--- src/rtl/fir_sample_batcher_if.sv ---
// Sample-side handshake and FIR-side batch bus of the sample batcher.
// The master side feeds samples and models the FIR filter; the slave side is the batcher.
interface fir_sample_batcher_if #(
    parameter int SAMPLES_NUM  = 4,
    parameter int SAMPLE_WIDTH = 16
);
    logic signed [SAMPLE_WIDTH-1:0]          sampleIn;
    logic                                    sampleValidIn;
    logic                                    sampleReadyOut;
    logic                                    flushIn;
    logic                                    firBusyIn;
    logic                                    firStartOut;
    logic [SAMPLE_WIDTH*SAMPLES_NUM-1:0]     firDataOut;
    logic [15:0]                             batchCountOut;

    modport master (
        output sampleIn,
        output sampleValidIn,
        output flushIn,
        output firBusyIn,
        input  sampleReadyOut,
        input  firStartOut,
        input  firDataOut,
        input  batchCountOut
    );

    modport slave (
        input  sampleIn,
        input  sampleValidIn,
        input  flushIn,
        input  firBusyIn,
        output sampleReadyOut,
        output firStartOut,
        output firDataOut,
        output batchCountOut
    );
endinterface

--- src/rtl/fir_sample_batcher.sv ---
// Packs a sample stream into fixed-size batches and hands each batch to a FIR
// filter through a one-deep pending slot, so filling overlaps filtering.
module fir_sample_batcher #(
    parameter int SAMPLES_NUM  = 4,
    parameter int SAMPLE_WIDTH = 16
) (
    input logic                clkIn,
    input logic                resetIn,
    fir_sample_batcher_if.slave bus
);
    localparam int CW = $clog2(SAMPLES_NUM + 1);
    localparam int DW = SAMPLE_WIDTH * SAMPLES_NUM;
    localparam logic [CW-1:0] FULL = CW'(SAMPLES_NUM);

    typedef enum logic [1:0] {
        EMPTY,
        PENDING,
        WAIT_BUSY
    } state_e;

    state_e          state_q, state_d;
    logic [DW-1:0]   fill_q, fill_d;
    logic [DW-1:0]   pend_q, pend_d;
    logic [CW-1:0]   cnt_q, cnt_d;
    logic            flush_q, flush_d;
    logic [15:0]     batch_q, batch_d;

    logic            closed;
    logic            transfer;
    logic            ready;
    logic            start;
    logic            accept;

    always_comb begin
        closed   = (cnt_q == FULL) || (flush_q && (cnt_q != '0));
        transfer = (state_q == EMPTY) && closed;
        ready    = !resetIn && (!closed || (state_q == EMPTY));
        start    = !resetIn && (state_q == PENDING) && !bus.firBusyIn;
        accept   = bus.sampleValidIn && ready;

        state_d  = state_q;
        fill_d   = fill_q;
        pend_d   = pend_q;
        cnt_d    = cnt_q;
        flush_d  = flush_q;
        batch_d  = batch_q;

        if (transfer) begin
            pend_d  = fill_q;
            fill_d  = '0;
            cnt_d   = '0;
            flush_d = 1'b0;
        end

        // cnt_d here is the slot count the incoming sample/flush applies to
        if (bus.flushIn && (accept || (cnt_d != '0)) && (cnt_d != FULL)) begin
            flush_d = 1'b1;
        end

        if (accept) begin
            for (int k = 0; k < SAMPLES_NUM; k++) begin
                if (cnt_d == CW'(k)) begin
                    fill_d[k*SAMPLE_WIDTH +: SAMPLE_WIDTH] = bus.sampleIn;
                end
            end
            cnt_d = cnt_d + CW'(1);
        end

        unique case (state_q)
            EMPTY: begin
                if (transfer) state_d = PENDING;
            end
            PENDING: begin
                if (start) begin
                    state_d = WAIT_BUSY;
                    batch_d = batch_q + 16'd1;
                end
            end
            WAIT_BUSY: begin
                if (bus.firBusyIn) state_d = EMPTY;
            end
            default: state_d = EMPTY;
        endcase
    end

    always_ff @(posedge clkIn) begin
        if (resetIn) begin
            state_q <= EMPTY;
            fill_q  <= '0;
            pend_q  <= '0;
            cnt_q   <= '0;
            flush_q <= 1'b0;
            batch_q <= '0;
        end else begin
            state_q <= state_d;
            fill_q  <= fill_d;
            pend_q  <= pend_d;
            cnt_q   <= cnt_d;
            flush_q <= flush_d;
            batch_q <= batch_d;
        end
    end

    assign bus.sampleReadyOut = ready;
    assign bus.firStartOut    = start;
    assign bus.firDataOut     = pend_q;
    assign bus.batchCountOut  = batch_q;
endmodule

--- src/flat_wrapper.sv ---
// flat-port wrapper written by rule: the top's interface ports become plain ports
module fir_sample_batcher_flat 
#(
    parameter int SAMPLES_NUM  = 4,
    parameter int SAMPLE_WIDTH = 16
)
  (clkIn, resetIn, bus_sampleIn, bus_sampleValidIn, bus_flushIn, bus_firBusyIn, bus_sampleReadyOut, bus_firStartOut, bus_firDataOut, bus_batchCountOut);
  fir_sample_batcher_if #(.SAMPLES_NUM(SAMPLES_NUM), .SAMPLE_WIDTH(SAMPLE_WIDTH)) bus_i ();
  input logic clkIn;
  input logic resetIn;
  input wire logic [$bits(bus_i.sampleIn)-1:0] bus_sampleIn;
  input wire logic [$bits(bus_i.sampleValidIn)-1:0] bus_sampleValidIn;
  input wire logic [$bits(bus_i.flushIn)-1:0] bus_flushIn;
  input wire logic [$bits(bus_i.firBusyIn)-1:0] bus_firBusyIn;
  output wire logic [$bits(bus_i.sampleReadyOut)-1:0] bus_sampleReadyOut;
  output wire logic [$bits(bus_i.firStartOut)-1:0] bus_firStartOut;
  output wire logic [$bits(bus_i.firDataOut)-1:0] bus_firDataOut;
  output wire logic [$bits(bus_i.batchCountOut)-1:0] bus_batchCountOut;
  assign bus_i.sampleIn = bus_sampleIn;
  assign bus_i.sampleValidIn = bus_sampleValidIn;
  assign bus_i.flushIn = bus_flushIn;
  assign bus_i.firBusyIn = bus_firBusyIn;
  assign bus_sampleReadyOut = bus_i.sampleReadyOut;
  assign bus_firStartOut = bus_i.firStartOut;
  assign bus_firDataOut = bus_i.firDataOut;
  assign bus_batchCountOut = bus_i.batchCountOut;
  fir_sample_batcher #(.SAMPLES_NUM(SAMPLES_NUM), .SAMPLE_WIDTH(SAMPLE_WIDTH)) u_core (.clkIn(clkIn), .resetIn(resetIn), .bus(bus_i));
endmodule
--- config.mk ---
export PLATFORM = sky130hd
export DESIGN_NAME = fir_sample_batcher_flat
export DESIGN_NICKNAME = d
export VERILOG_FILES = /design/src/rtl/fir_sample_batcher_if.sv /design/src/rtl/fir_sample_batcher.sv /design/src/flat_wrapper.sv
export SDC_FILE = /design/constraint.sdc
export NUM_CORES = 1
export LEC_CHECK = 0
export ABC_AREA = 1
export CAP_MARGIN = 20
export CORE_MARGIN = 10
export CORE_UTILIZATION = 30
export CTS_CLUSTER_SIZE = 20
export DETAILED_ROUTE_END_ITERATION = 7
export PLACE_DENSITY = 0.51
export SETUP_SLACK_MARGIN = 0.4
export SLEW_MARGIN = 20
export SYNTH_ARGS = -nofsm -noshare
export SYNTH_HDL_FRONTEND = slang
export SYNTH_SLANG_ARGS = --single-unit
--- constraint.sdc ---
create_clock -name clkIn -period 2.1 [get_ports clkIn]
set_input_delay 0.315 -clock clkIn [delete_from_list [all_inputs] [get_ports clkIn]]
set_output_delay 0.315 -clock clkIn [all_outputs]
set_load 0.02 [all_outputs]
# --- Yosys cells after proc, flatten, opt, wreduce, memory -nomap -nowiden ---
# Cells that the tools add are included.
# Widths: inputs -> output; s select.
classes:
  mux: 14
  n_shift: 0
  bitwise_logic: 0
  reduce_logical: 21
  eq_ne: 10
  div_mod_pow: 0
  n_addsub: 2
  n_lt_le_gt_ge: 0
  multipliers: 0
op_table:
  columns: ["cell", "n"]
  rows:
  - ["$mux 64", 2]
  - ["$mux 16", 4]
  - ["$add 16x1->16 const B", 1]
  - ["$logic_and 1x1->1", 8]
  - ["$eq 3x2->1 const B", 2]
  - ["$mux 2", 3]
  - ["$mux 3", 2]
  - ["$pmux 2 s3", 1]
  - ["$reduce_bool 3->1", 2]
  - ["$ne 2x2->1 const B", 2]
  - ["$add 3x1->3 const B", 1]
  - ["$eq 3x1->1 const B", 1]
  - ["$eq 3x3->1 const B", 1]
  - ["$logic_not 1->1", 3]
  - ["$logic_not 3->1", 1]
  - ["$logic_or 1x1->1", 3]
  - ["$ne 3x3->1 const B", 1]
  - ["$reduce_and 3->1", 1]
  - ["$eq 2x1->1 const B", 1]
  - ["$eq 2x2->1 const B", 1]
  - ["$logic_not 2->1", 1]
  - ["$mux 1", 2]
  - ["$ne 2x1->1 const B", 1]
  - ["$reduce_and 2->1", 1]
  - ["$reduce_bool 2->1", 1]
totals:
  romBits: 0
  reg_bits: 150
  ram_bits: 0
  wordCells: 53
  output_inout_bits: 82
  memories: 0
  latch_bits: 0

# --- Longest topological paths before layout ---
# Gate-level depths: netlist of run 1.
depth:
  word_depth: 11
  mapped_depth: 14
  ltp_nobuf: 11

# --- Worst setup path before layout of run 1 ---
# Ideal clock, no wire load.
synth_path:
  kind: "register to register"
  from: "register u_core.cnt_q[2]"
  to: "register u_core.fill_q[10]"
  setup_ps: 132
  path_slack_ps: 98
  stages_incl_launch_ff: 14
  t_arrival_ps: 1870
  n_path_buf: 3
  cell_sequence: "dfxtp_1 > buf_6 > inv_2 > nand2_2 > nand3_4 > buf_2 > nand2_1 > ha_1 > clkbuf_1 > inv_1 > o211ai_1 > nand2_1 > nand2_1 > a21oi_1"
synth_via:
  elab_chain_cells: 8
  word_cells_on_any_way: 14
  classes_between: "1 x eq/ne; 4 x mux; 9 x reduce/logical"
synth_rtl:
  columns: ["item", "line", "rtl"]
  rows:
  - ["start, declared", "fir_sample_batcher.sv:24", "logic [CW-1:0] cnt_q, cnt_d;"]
  - ["start signal, assigned", "fir_sample_batcher.sv:98", "cnt_q <= cnt_d;"]
  - ["$reduce_bool 3->1", "fir_sample_batcher.sv:35", "closed = (cnt_q == FULL) || (flush_q && (cnt_q != '0));"]
  - ["$logic_and 1x1->1", "fir_sample_batcher.sv:35", null]
  - ["$logic_or 1x1->1", "fir_sample_batcher.sv:35", null]
  - ["$logic_and 1x1->1 / $logic_not 1->1 (equally long branches)", "fir_sample_batcher.sv:36, fir_sample_batcher.sv:37", null]
  - ["$mux 3 / $logic_or 1x1->1 (equally long branches)", "fir_sample_batcher.sv:48, fir_sample_batcher.sv:37", null]
  - ["$logic_not 3->1 / $logic_and 1x1->1 (equally long branches)", "fir_sample_batcher.sv:62, fir_sample_batcher.sv:37", null]
  - ["$mux 16 / $logic_and 1x1->1 (equally long branches)", "fir_sample_batcher.sv:62, fir_sample_batcher.sv:39", null]
  - ["$mux 64 (*)", "fir_sample_batcher.sv:60", "if (accept) begin"]
  - ["end signal, assigned", "fir_sample_batcher.sv:96", "fill_q <= fill_d;"]
  - ["end, declared", "fir_sample_batcher.sv:22", "logic [DW-1:0] fill_q, fill_d;"]
# Every way passes the cells marked *; elsewhere a longest branch is shown, timed or not.
# A chain may end at the register's enable or synchronous reset.

# --- Final worst setup path of run 1 ---
layout_path:
  from: "register u_core.cnt_q[1]"
  to: "register u_core.fill_q[54]"
layout_via:
  elab_chain_cells: 8
  word_cells_on_any_way: 14
  classes_between: "2 x eq/ne; 4 x mux; 8 x reduce/logical"
layout_rtl:
  columns: ["item", "line"]
  rows:
  - ["$reduce_bool 3->1", "fir_sample_batcher.sv:35"]
  - ["$logic_and 1x1->1", "fir_sample_batcher.sv:35"]
  - ["$logic_or 1x1->1", "fir_sample_batcher.sv:35"]
  - ["$logic_and 1x1->1 / $logic_not 1->1 (equally long branches)", "fir_sample_batcher.sv:36, fir_sample_batcher.sv:37"]
  - ["$mux 3 / $logic_or 1x1->1 (equally long branches)", "fir_sample_batcher.sv:48, fir_sample_batcher.sv:37"]
  - ["$eq 3x2->1 / $logic_and 1x1->1 (equally long branches)", "fir_sample_batcher.sv:62, fir_sample_batcher.sv:37"]
  - ["$mux 16 / $logic_and 1x1->1 (equally long branches)", "fir_sample_batcher.sv:62, fir_sample_batcher.sv:39"]
  - ["$mux 64 (*)", "fir_sample_batcher.sv:60"]
# Marked as above.

==> results.json, run 1 <==
{
  "clk_path_buf_depth": 2,
  "maxSlewHeadroom_pct": 53.7,
  "place_congestion": 0.784,
  "multi_input_area_um2": 3120,
  "cts_tree": "built",
  "rsz0062_at_grt": "true",
  "drt-total-wl_um": 19900,
  "gr-max-usage-layer": "met2",
  "cts_sinks": 150,
  "met1_usage_pct": 17.8,
  "overflow": 0,
  "wl_per_cell_um": 14.9,
  "critPathKind": "flop to flop",
  "drive_above_1_share_pct": 15.6,
  "min-delay-start": "resetIn",
  "hp-class": "input pin to flop",
  "grt_pass1_vias": 6027,
  "syn_avg_cell_area_um2": 7.05,
  "htreeDepth": 4,
  "vias_per_cell": 4.58,
  "yosysSeqAreaShare_pct": 46.4,
  "clock_latency_ps": 430,
  "cp_max_fo": 8,
  "cap_violations": 0,
  "n_fill_cell": 2186,
  "dp_hpwl_um": 12200,
  "rows": 53,
  "dominantRegCellSynth": "dfxtp_1",
  "synth_nets": 944,
  "arrival_ps": 2050,
  "post-place-cells": 1253,
  "drt_iter0_drc": 359,
  "ir_drop_mv": 0.612,
  "antenna_found_initial": 0,
  "nets": 1069,
  "leakage_uw": 0.00445,
  "tightest_slew_ps": 694,
  "seqCellArea_um2": 3020,
  "cp_data_required_time_ps": 2390,
  "ys_ff_latch": 150,
  "cts_buffers": 17,
  "fp.dieArea_um2": 27800,
  "clkSlewWorstSetupHoldPaths_ps": 60,
  "r2r-start": "u_core.cnt_q[1]",
  "grt_pass1_wl_um": 31500,
  "ff2ff_setup_slack_ps": 340,
  "vias": 6088,
  "antenna_cells": 0,
  "hold_viol": 0,
  "min_to": "u_core.bus.batchCountOut[15]",
  "track_usage_pct": 13.6,
  "io-pin-count": 103,
  "fin_skew_ps": 13.7,
  "instances_no_fill": 1329,
  "firstDrtPassIters": 5,
  "die_w_um": 167,
  "grt_use_met2_pct": 21.3,
  "die_y_um": 167,
  "ys_warn_count": 0,
  "synth_common_cells": "nand2_1, dfxtp_1, nor2_1",
  "cp-start-kind": "flop",
  "status": "complete, no violations",
  "layout_min_cycle_time_ps": 1760,
  "maxSlewViolCount": 0,
  "worstRegToRegCells": 11,
  "syn-cell-area_um2": 6470,
  "setup_tns_ps": 0,
  "finalSetupViolations": 0,
  "yosysTopAreaCell": "dfxtp_1",
  "initial_core_util_pct": 30.7,
  "syn_to_final_growth_pct": 41.6,
  "synth_edf_count": 0,
  "synthTopCellsByArea": "dfxtp_1, nand2_1, a21oi_1",
  "powerDensity_nw_per_um2": 967,
  "cts_hold_buf": 0,
  "hold_path_depth": 4,
  "ant_nets": 0,
  "core_area_um2": 21100,
  "yosysTopAreaCellShare_pct": 46.4,
  "port_buffers": 102,
  "grt_max_degree": 80,
  "finalCritPeriodShare_pct": 83.6,
  "clock-root-buffer": "clkbuf_16",
  "r2r_end": "u_core.fill_q[54]",
  "synthCells": 917,
  "synth_most_common_cell": "nand2_1",
  "synth.distinct_cells": 34,
  "end_kind": "flop",
  "remaining_drc_errors": 0,
  "async_flop_share_pct": 0,
  "use_met3_pct": 3.84,
  "clock.fmax_mhz": 570
}
report_power, final:
group | total [uW] | internal, uW | switching, uW
clock | 3120 | 1890 | 1220
sequential | 3110 | 3010 | 105
combinational | 2630 | 1050 | 1570
kinds of logic after synthesis:
| kind of cell | count (synthesis) | synth area share, % |
|---|---|---|
| buffers and inverters | 141 | 9.81 |
| adder cells (fa/ha/maj) | 6 | 1.16 |
| AND/OR/NAND/NOR | 496 | 32.5 |
| XOR/XNOR | 1 | 0.135 |
| AO/OA/AOI/OAI | 123 | 9.96 |
| flip-flops | 150 | 46.4 |
how the worst max path moves through the flow:
| stage | startpoint | to | slack, ps | cells after the start |
|---|---|---|---|---|
| after global routing | u_core.cnt_q[1] | u_core.fill_q[54] | 250 | 11 |
| after CTS | u_core.cnt_q[1] | u_core.fill_q[49] | 360 | 11 |
| after global placement | bus_firBusyIn | bus_firStartOut | 140 | 5 |
| final | u_core.cnt_q[1] | u_core.fill_q[54] | 340 | 11 |
| after detailed placement | bus_firBusyIn | bus_firStartOut | 130 | 5 |
| after floorplan | u_core.cnt_q[2] | u_core.fill_q[42] | 390 | 14 |
area by class of cell:
| class | instances | area share [%] |
|---|---|---|
| Tap cell | 275 | 3.76 |
| Sequential cell | 150 | 32.9 |
| Multi-Input combinational cell | 629 | 34.1 |
| Inverter | 83 | 3.87 |
| Clock inverter | 12 | 1.67 |
| Timing Repair Buffer | 161 | 18.9 |
| Clock buffer | 19 | 4.84 |
placed cells by master (no fill, tap or decap), types with 9 or more instances in the layout:
cell type / count
nor2_1: 113
buf_6: 9
dlygate4sd2_1: 61
dfxtp_1: 145
o21ai_2: 11
a21oi_1: 87
o21ai_0: 10
nand2_1: 280
buf_4: 36
nand3_1: 59
clkdlybuf4s50_1: 19
inv_1: 70
clkbuf_16: 23
dlymetal6s2s_1: 19
critical path, stage by stage, from the launching register on:
cell and delay, ps:
dfxtp_4 360, nor2_4 100, nand2_2 80, nand3_4 90, buf_6 130, nand2_8 70, inv_8 70, ha_4 130
ha_4 280, nand2_8 130, o21ai_2 130, nor2_1 50
through the flow:
| step | power, uW | hold slack [ps] | utilization (%) | instance area [um^2] | setup slack, ps |
|---|---|---|---|---|---|
| final | 8860 | 339 | 43.4 | 9160 | 345 |
| after global routing | 9290 | 371 | 43.4 | 9160 | 253 |
| after CTS | 8530 | 329 | 40.9 | 8620 | 356 |
| after floorplan | 4580 | 439 | - | 6610 | 392 |
| after detailed placement | 5060 | 450 | 36.8 | 7750 | 132 |
| after global placement | 5060 | 447 | 36.8 | 7750 | 138 |
timing repair:
item / in CTS / in global routing
setup buffers: 13 / 20
pin swaps: 5 / 17
setup endpoints to repair: 192 / 148
cloned: 5 / 7
resized for setup: 110 / 62
registers in the layout (all words and copies together), names as in the netlist:
register,count
u_core.state_q,2
u_core.cnt_q,3
u_core.fill_q,64
u_core.bus.firDataOut,64
u_core.bus.batchCountOut,16
u_core.flush_q,1
routing by layer:
metal  wire length [um]  part of all wire [%]
met1               9550                    48
met3                955                   4.8
met5                  0                     0
met4                165                  0.83
met2               9180                    46
Power figures use the tool's default switching activity.
==> inputs of run 2 (changes only) <==
clock period = 1.6 ns   (was 2.1 ns; I/O delays follow)
==> run 2 against run 1 <==
  * The flow now finishes with violations (negative setup slack)
  * Routed wire length grew 12%
  * Critical path depth shrank 1
  * First-iteration DRC count grew 11%
  * Clock skew shrank 5.2 ps
  * Highest routed layer unchanged
  * Worst hold slack lost 230 ps
  * Global-route usage grew 1.8 points
  * Via count grew 6.8%
  * Combinational power grew 120%
==> results.json, run 2 (synthesized netlist as in run 1, its figures left out) <==
{
  "die_w_um": 167,
  "cts_buffers": 17,
  "clock.fmax_mhz": 569,
  "hp-class": "input pin to flop",
  "clock_latency_ps": 430,
  "maxSlewViolCount": 0,
  "layout_common_cells": "nand2_1, dfxtp_1, nor2_1, buf_4, a21oi_1",
  "fin_skew_ps": 8.49,
  "place_congestion": 0.787,
  "io-pin-count": 103,
  "overflow": 0,
  "firstDrtPassIters": 6,
  "wl_per_cell_um": 16.2,
  "die_y_um": 167,
  "setup_ws_ps": -158,
  "finalSetupViolations": 72,
  "clkSlewWorstSetupHoldPaths_ps": 60,
  "rows": 53,
  "cts_tree": "built",
  "n_fill_cell": 1994,
  "critPathKind": "flop to flop",
  "rsz0062_at_grt": "true",
  "cts_sinks": 150,
  "hold_path_depth": 2,
  "antenna_found_initial": 0,
  "dp_hpwl_um": 12600,
  "initial_core_util_pct": 30.7,
  "cp_data_required_time_ps": 1880,
  "remaining_drc_errors": 0,
  "worstRegToRegCells": 10,
  "cp-start-kind": "flop",
  "hold_viol": 0,
  "antenna_cells": 0,
  "htreeDepth": 4,
  "clock-root-buffer": "clkbuf_16",
  "grt_pass1_wl_um": 34800,
  "port_buffers": 102,
  "grt_pass1_vias": 6391,
  "layout_min_cycle_time_ps": 1760,
  "vias": 6504,
  "grt_max_degree": 78,
  "finish.utilization_pct": 49.9,
  "power_uw": 13700,
  "syn_to_final_growth_pct": 62.6,
  "drt_iter0_drc": 397,
  "nets": 1119,
  "drive_above_1_share_pct": 42.2,
  "tightest_slew_ps": 868,
  "drt-total-wl_um": 22300,
  "cp_max_fo": 8,
  "fp.dieArea_um2": 27800,
  "powerDensity_nw_per_um2": 1300,
  "fin_area_um2": 10500,
  "ir_drop_mv": 0.882,
  "clk_path_buf_depth": 2,
  "end_kind": "flop",
  "status": "complete, but fails checks",
  "layout.cells.most_common": "nand2_1",
  "ant_nets": 0,
  "finalCritPeriodShare_pct": 110,
  "leakage_uw": 0.00479,
  "maxSlewHeadroom_pct": 42.1,
  "arrival_ps": 2040,
  "pre_cts_ws_ps": -253,
  "cap_violations": 0,
  "failed_checks": "negative setup slack",
  "track_usage_pct": 15.5,
  "vias_per_cell": 4.71,
  "placed_area_um2": 8080,
  "setup_tns_ps": -6100,
  "core_area_um2": 21100
}
-- run 2: cell count changes in the layout (fill, tap and decap cells not counted), sizes merged --
| cell | change |
|---|---|
| buf | +130 |
| bufbuf | +2 |
| bufinv | -2 |
| clkbuf | -3 |
| clkinv | +5 |
| clkinvlp | -3 |
| dlygate4sd2 | -61 |
| dlymetal6s2s | -19 |
| inv | +1 |
| nor2 | +1 |
-- run 2: worst paths after layout --
check / slack, ps / start / to
setup reg to reg: -160 / u_core.cnt_q[0] / u_core.fill_q[56]
hold reg to reg: 460 / u_core.fill_q[52] / u_core.bus.firDataOut[52]
setup / recovery: -160 / u_core.cnt_q[0] / u_core.fill_q[56]
hold / removal: 110 / resetIn / u_core.bus.batchCountOut[7]
-- run 2: layout make-up --
class / count / area (um^2) / area share [%]
Multi-Input combinational cell: 630 / 3800 / 36.1
Clock inverter: 12 / 104 / 0.988
Timing Repair Buffer: 209 / 2350 / 22.4
Timing Repair inverter: 1 / 16.3 / 0.155
Sequential cell: 150 / 3090 / 29.4
Clock buffer: 20 / 437 / 4.15
Tap cell: 275 / 344 / 3.27
Inverter: 83 / 370 / 3.52
-- run 2: per-stage QoR --
stage / hold WS (ps) / std cells
3_3_place_gp: 447 / 1282
6_report: 108 / 1380
4_1_cts: 89.9 / 1365
5_1_grt: 112 / 1380
2_1_floorplan: 380 / 917
3_5_place_dp: 451 / 1282
-- run 2: critical path: stages (launching register included) --
cell	delay (ps)
dfxtp_4	360
nor2_4	120
nand2_4	70
nand3_4	110
nand2_4	90
inv_4	80
ha_4	130
ha_4	260
nand2_4	140
o21ai_1	180
nor2_1	70
-- run 2: timing repair --
| item | CTS | global route |
|---|---|---|
| endpoints found under the hold margin | 0 | 0 |
| setup endpoints to repair | 226 | 198 |
| buffers inserted | 29 | 12 |
| gates resized for setup | 530 | 199 |
| hold buffers | 0 | 0 |
| cloned | 22 | 3 |
| pin swaps | 50 | 50 |
-- run 2: power breakdown --
part,internal (uW),switching (uW),leakage [uW]
combinational,2870,2950,0.00329
sequential,3940,177,0.00124
clock,2140,1630,0.000268
-- run 2: metal layers --
layer  track usage (%)  wire (um)  share of wire [%]
met1              19.6      10000                 45
met2              24.7      10500                 47
met3              4.17       1320                5.9
met4              5.23        476                2.1
met5                 0          0                  0
==> inputs of run 3 (changes only) <==
PLACE_DENSITY = 0.49   (was 0.51)
clock period = 2.1 ns   (was 1.6 ns; I/O delays follow)
==> run 3 against run 2 <==
  * Largest power group is now registers
  * Combinational power down 58%
  * Utilization is 7.1 points lower
  * Non-clock buffer count down 67
  * Register-to-register slack better by 500 ps
  * Critical endpoint is now u_core.fill_q[51]
  * Highest routed layer unchanged
  * The flow now finishes without violations
  * Final area shrank 14%
  * Routed wire length decreased by 9.8%
  * Sequential power down 24%
==> results.json, run 3 (synthesized netlist as in run 1, its figures left out) <==
{
  "ir_drop_mv": 0.611,
  "wl_per_cell_um": 15.4,
  "cp_num_cells": 10,
  "overflow": 0,
  "worstRegToRegCells": 10,
  "fp.dieArea_um2": 27800,
  "grt_pass1_vias": 5703,
  "nets": 1051,
  "hold_path_depth": 4,
  "layout.cells.most_common": "nand2_1",
  "syn_to_final_growth_pct": 39.6,
  "initial_core_util_pct": 30.7,
  "critPathKind": "flop to flop",
  "crit_family": "simple AND/OR/NAND/NOR gates",
  "status": "complete, no violations",
  "rsz0062_at_grt": "true",
  "crit_chain": "o21bai_4 -> nand3_4 -> nand2_4 -> inv_4 -> ha_4 -> ha_4 -> nand2_4 -> nand2_1 -> o21ai_2 -> nor2_1",
  "cp_num_buf_inv": 1,
  "die_w_um": 167,
  "cts_tree": "built",
  "antenna_found_initial": 0,
  "layout_common_cells": "nand2_1, dfxtp_1, nor2_1, a21oi_1, inv_1",
  "antenna_cells": 0,
  "firstDrtPassIters": 5,
  "vias_per_cell": 4.60,
  "clock.fmax_mhz": 568,
  "hp-class": "input pin to flop",
  "core_area_um2": 21100,
  "clock-root-buffer": "clkbuf_16",
  "clkSlewWorstSetupHoldPaths_ps": 60,
  "ant_nets": 0,
  "cp_max_fo": 8,
  "grt_pass1_wl_um": 29900,
  "cts_buffers": 17,
  "end_kind": "flop",
  "r2r_end": "u_core.fill_q[51]",
  "htreeDepth": 4,
  "track_usage_pct": 13.0,
  "drt-total-wl_um": 20100,
  "clock_latency_ps": 430,
  "min_to": "u_core.bus.batchCountOut[15]",
  "tightest_slew_ps": 551,
  "powerDensity_nw_per_um2": 943,
  "maxSlewViolCount": 0,
  "dp_hpwl_um": 12300,
  "finalSetupViolations": 0,
  "instances_no_fill": 1312,
  "fin_area_um2": 9030,
  "drt_iter0_drc": 343,
  "leakage_uw": 0.00441,
  "io-pin-count": 103,
  "n_fill_cell": 2217,
  "setup_tns_ps": 0,
  "fin_skew_ps": 11.0,
  "ff2ff_setup_slack_ps": 340,
  "vias": 6031,
  "clk_path_buf_depth": 2,
  "placed_area_um2": 7740,
  "cap_violations": 0,
  "min-delay-start": "resetIn",
  "cp_data_required_time_ps": 2390,
  "arrival_ps": 2050,
  "layout_min_cycle_time_ps": 1760,
  "place_congestion": 0.768,
  "rows": 53,
  "drive_above_1_share_pct": 14.7,
  "cpMaxStageDelayCell": "dfxtp_4",
  "r2r-start": "u_core.cnt_q[0]",
  "maxSlewHeadroom_pct": 63.3,
  "cts_sinks": 150,
  "die_y_um": 167,
  "cp-start-kind": "flop",
  "port_buffers": 102,
  "finalCritPeriodShare_pct": 83.8,
  "remaining_drc_errors": 0,
  "post-place-cells": 1252,
  "max_stage_delay_ps": 370,
  "grt_max_degree": 88,
  "hold_viol": 0
}
[run 3: worst max-delay path by stage]
stage	from	to
after floorplan	u_core.cnt_q[2]	u_core.fill_q[42]
after global placement	bus_firBusyIn	bus_firStartOut
after detailed placement	bus_firBusyIn	bus_firStartOut
after CTS	u_core.state_q[1]	bus_firStartOut
after global routing	u_core.cnt_q[0]	u_core.fill_q[28]
final	u_core.cnt_q[0]	u_core.fill_q[51]
[run 3: worst register-to-register path, cell delays in order, from the launching register on]
cell	delay, ps
dfxtp_4	370
o21bai_4	170
nand3_4	160
nand2_4	160
inv_4	60
ha_4	160
ha_4	230
nand2_4	140
nand2_1	90
o21ai_2	60
nor2_1	50
[run 3: power by group]
part	switching, uW	leakage (uW)	internal [uW]
Combinational	1540	0.00293	887
Sequential	113	0.00121	3010
Clock	1240	0.000265	1730
Total	2890	0.00441	5620
[run 3: final cells by class]
type | instances | area [um^2] | area share, %
clock buffer | 22 | 474 | 5.25
clock inverter | 10 | 95.1 | 1.05
inverter | 83 | 347 | 3.84
multi-input combinational | 630 | 3180 | 35.2
sequential | 150 | 3010 | 33.4
tap | 275 | 344 | 3.81
timing repair buffer | 142 | 1580 | 17.5
[run 3: routing by layer]
metal  global-route usage [%]  vias to the layer above  part of all wire (%)
met5                        0                        -                     0
met4                     3.67                        0                   1.3
met3                     4.35                       22                   5.7
met2                     20.1                      147                    45
met1                     16.9                     2761                    48
li1                         -                     3101                     -
[run 3: timing repair]
| item | 4_1_cts | 5_1_grt |
|---|---|---|
| pin swaps | 1 | 26 |
| endpoints found under the hold margin | 0 | 0 |
| gates cloned | 1 | 12 |
| hold buffers | 0 | 0 |
| setup buffers | 2 | 13 |
| setup endpoints to repair | 99 | 113 |
| gates resized for setup | 72 | 94 |
[run 3: stage by stage]
step | hold slack, ps | power (uW) | util, % | worst slack, ps
finish | 292 | 8510 | 42.8 | 340
floorplan | 439 | 4580 | - | 392
detailed placement | 454 | 5060 | 36.7 | 69.6
global placement | 449 | 5080 | 36.7 | 72.7
global route | 302 | 8950 | 42.8 | 265
CTS | 283 | 8080 | 39.4 | 325
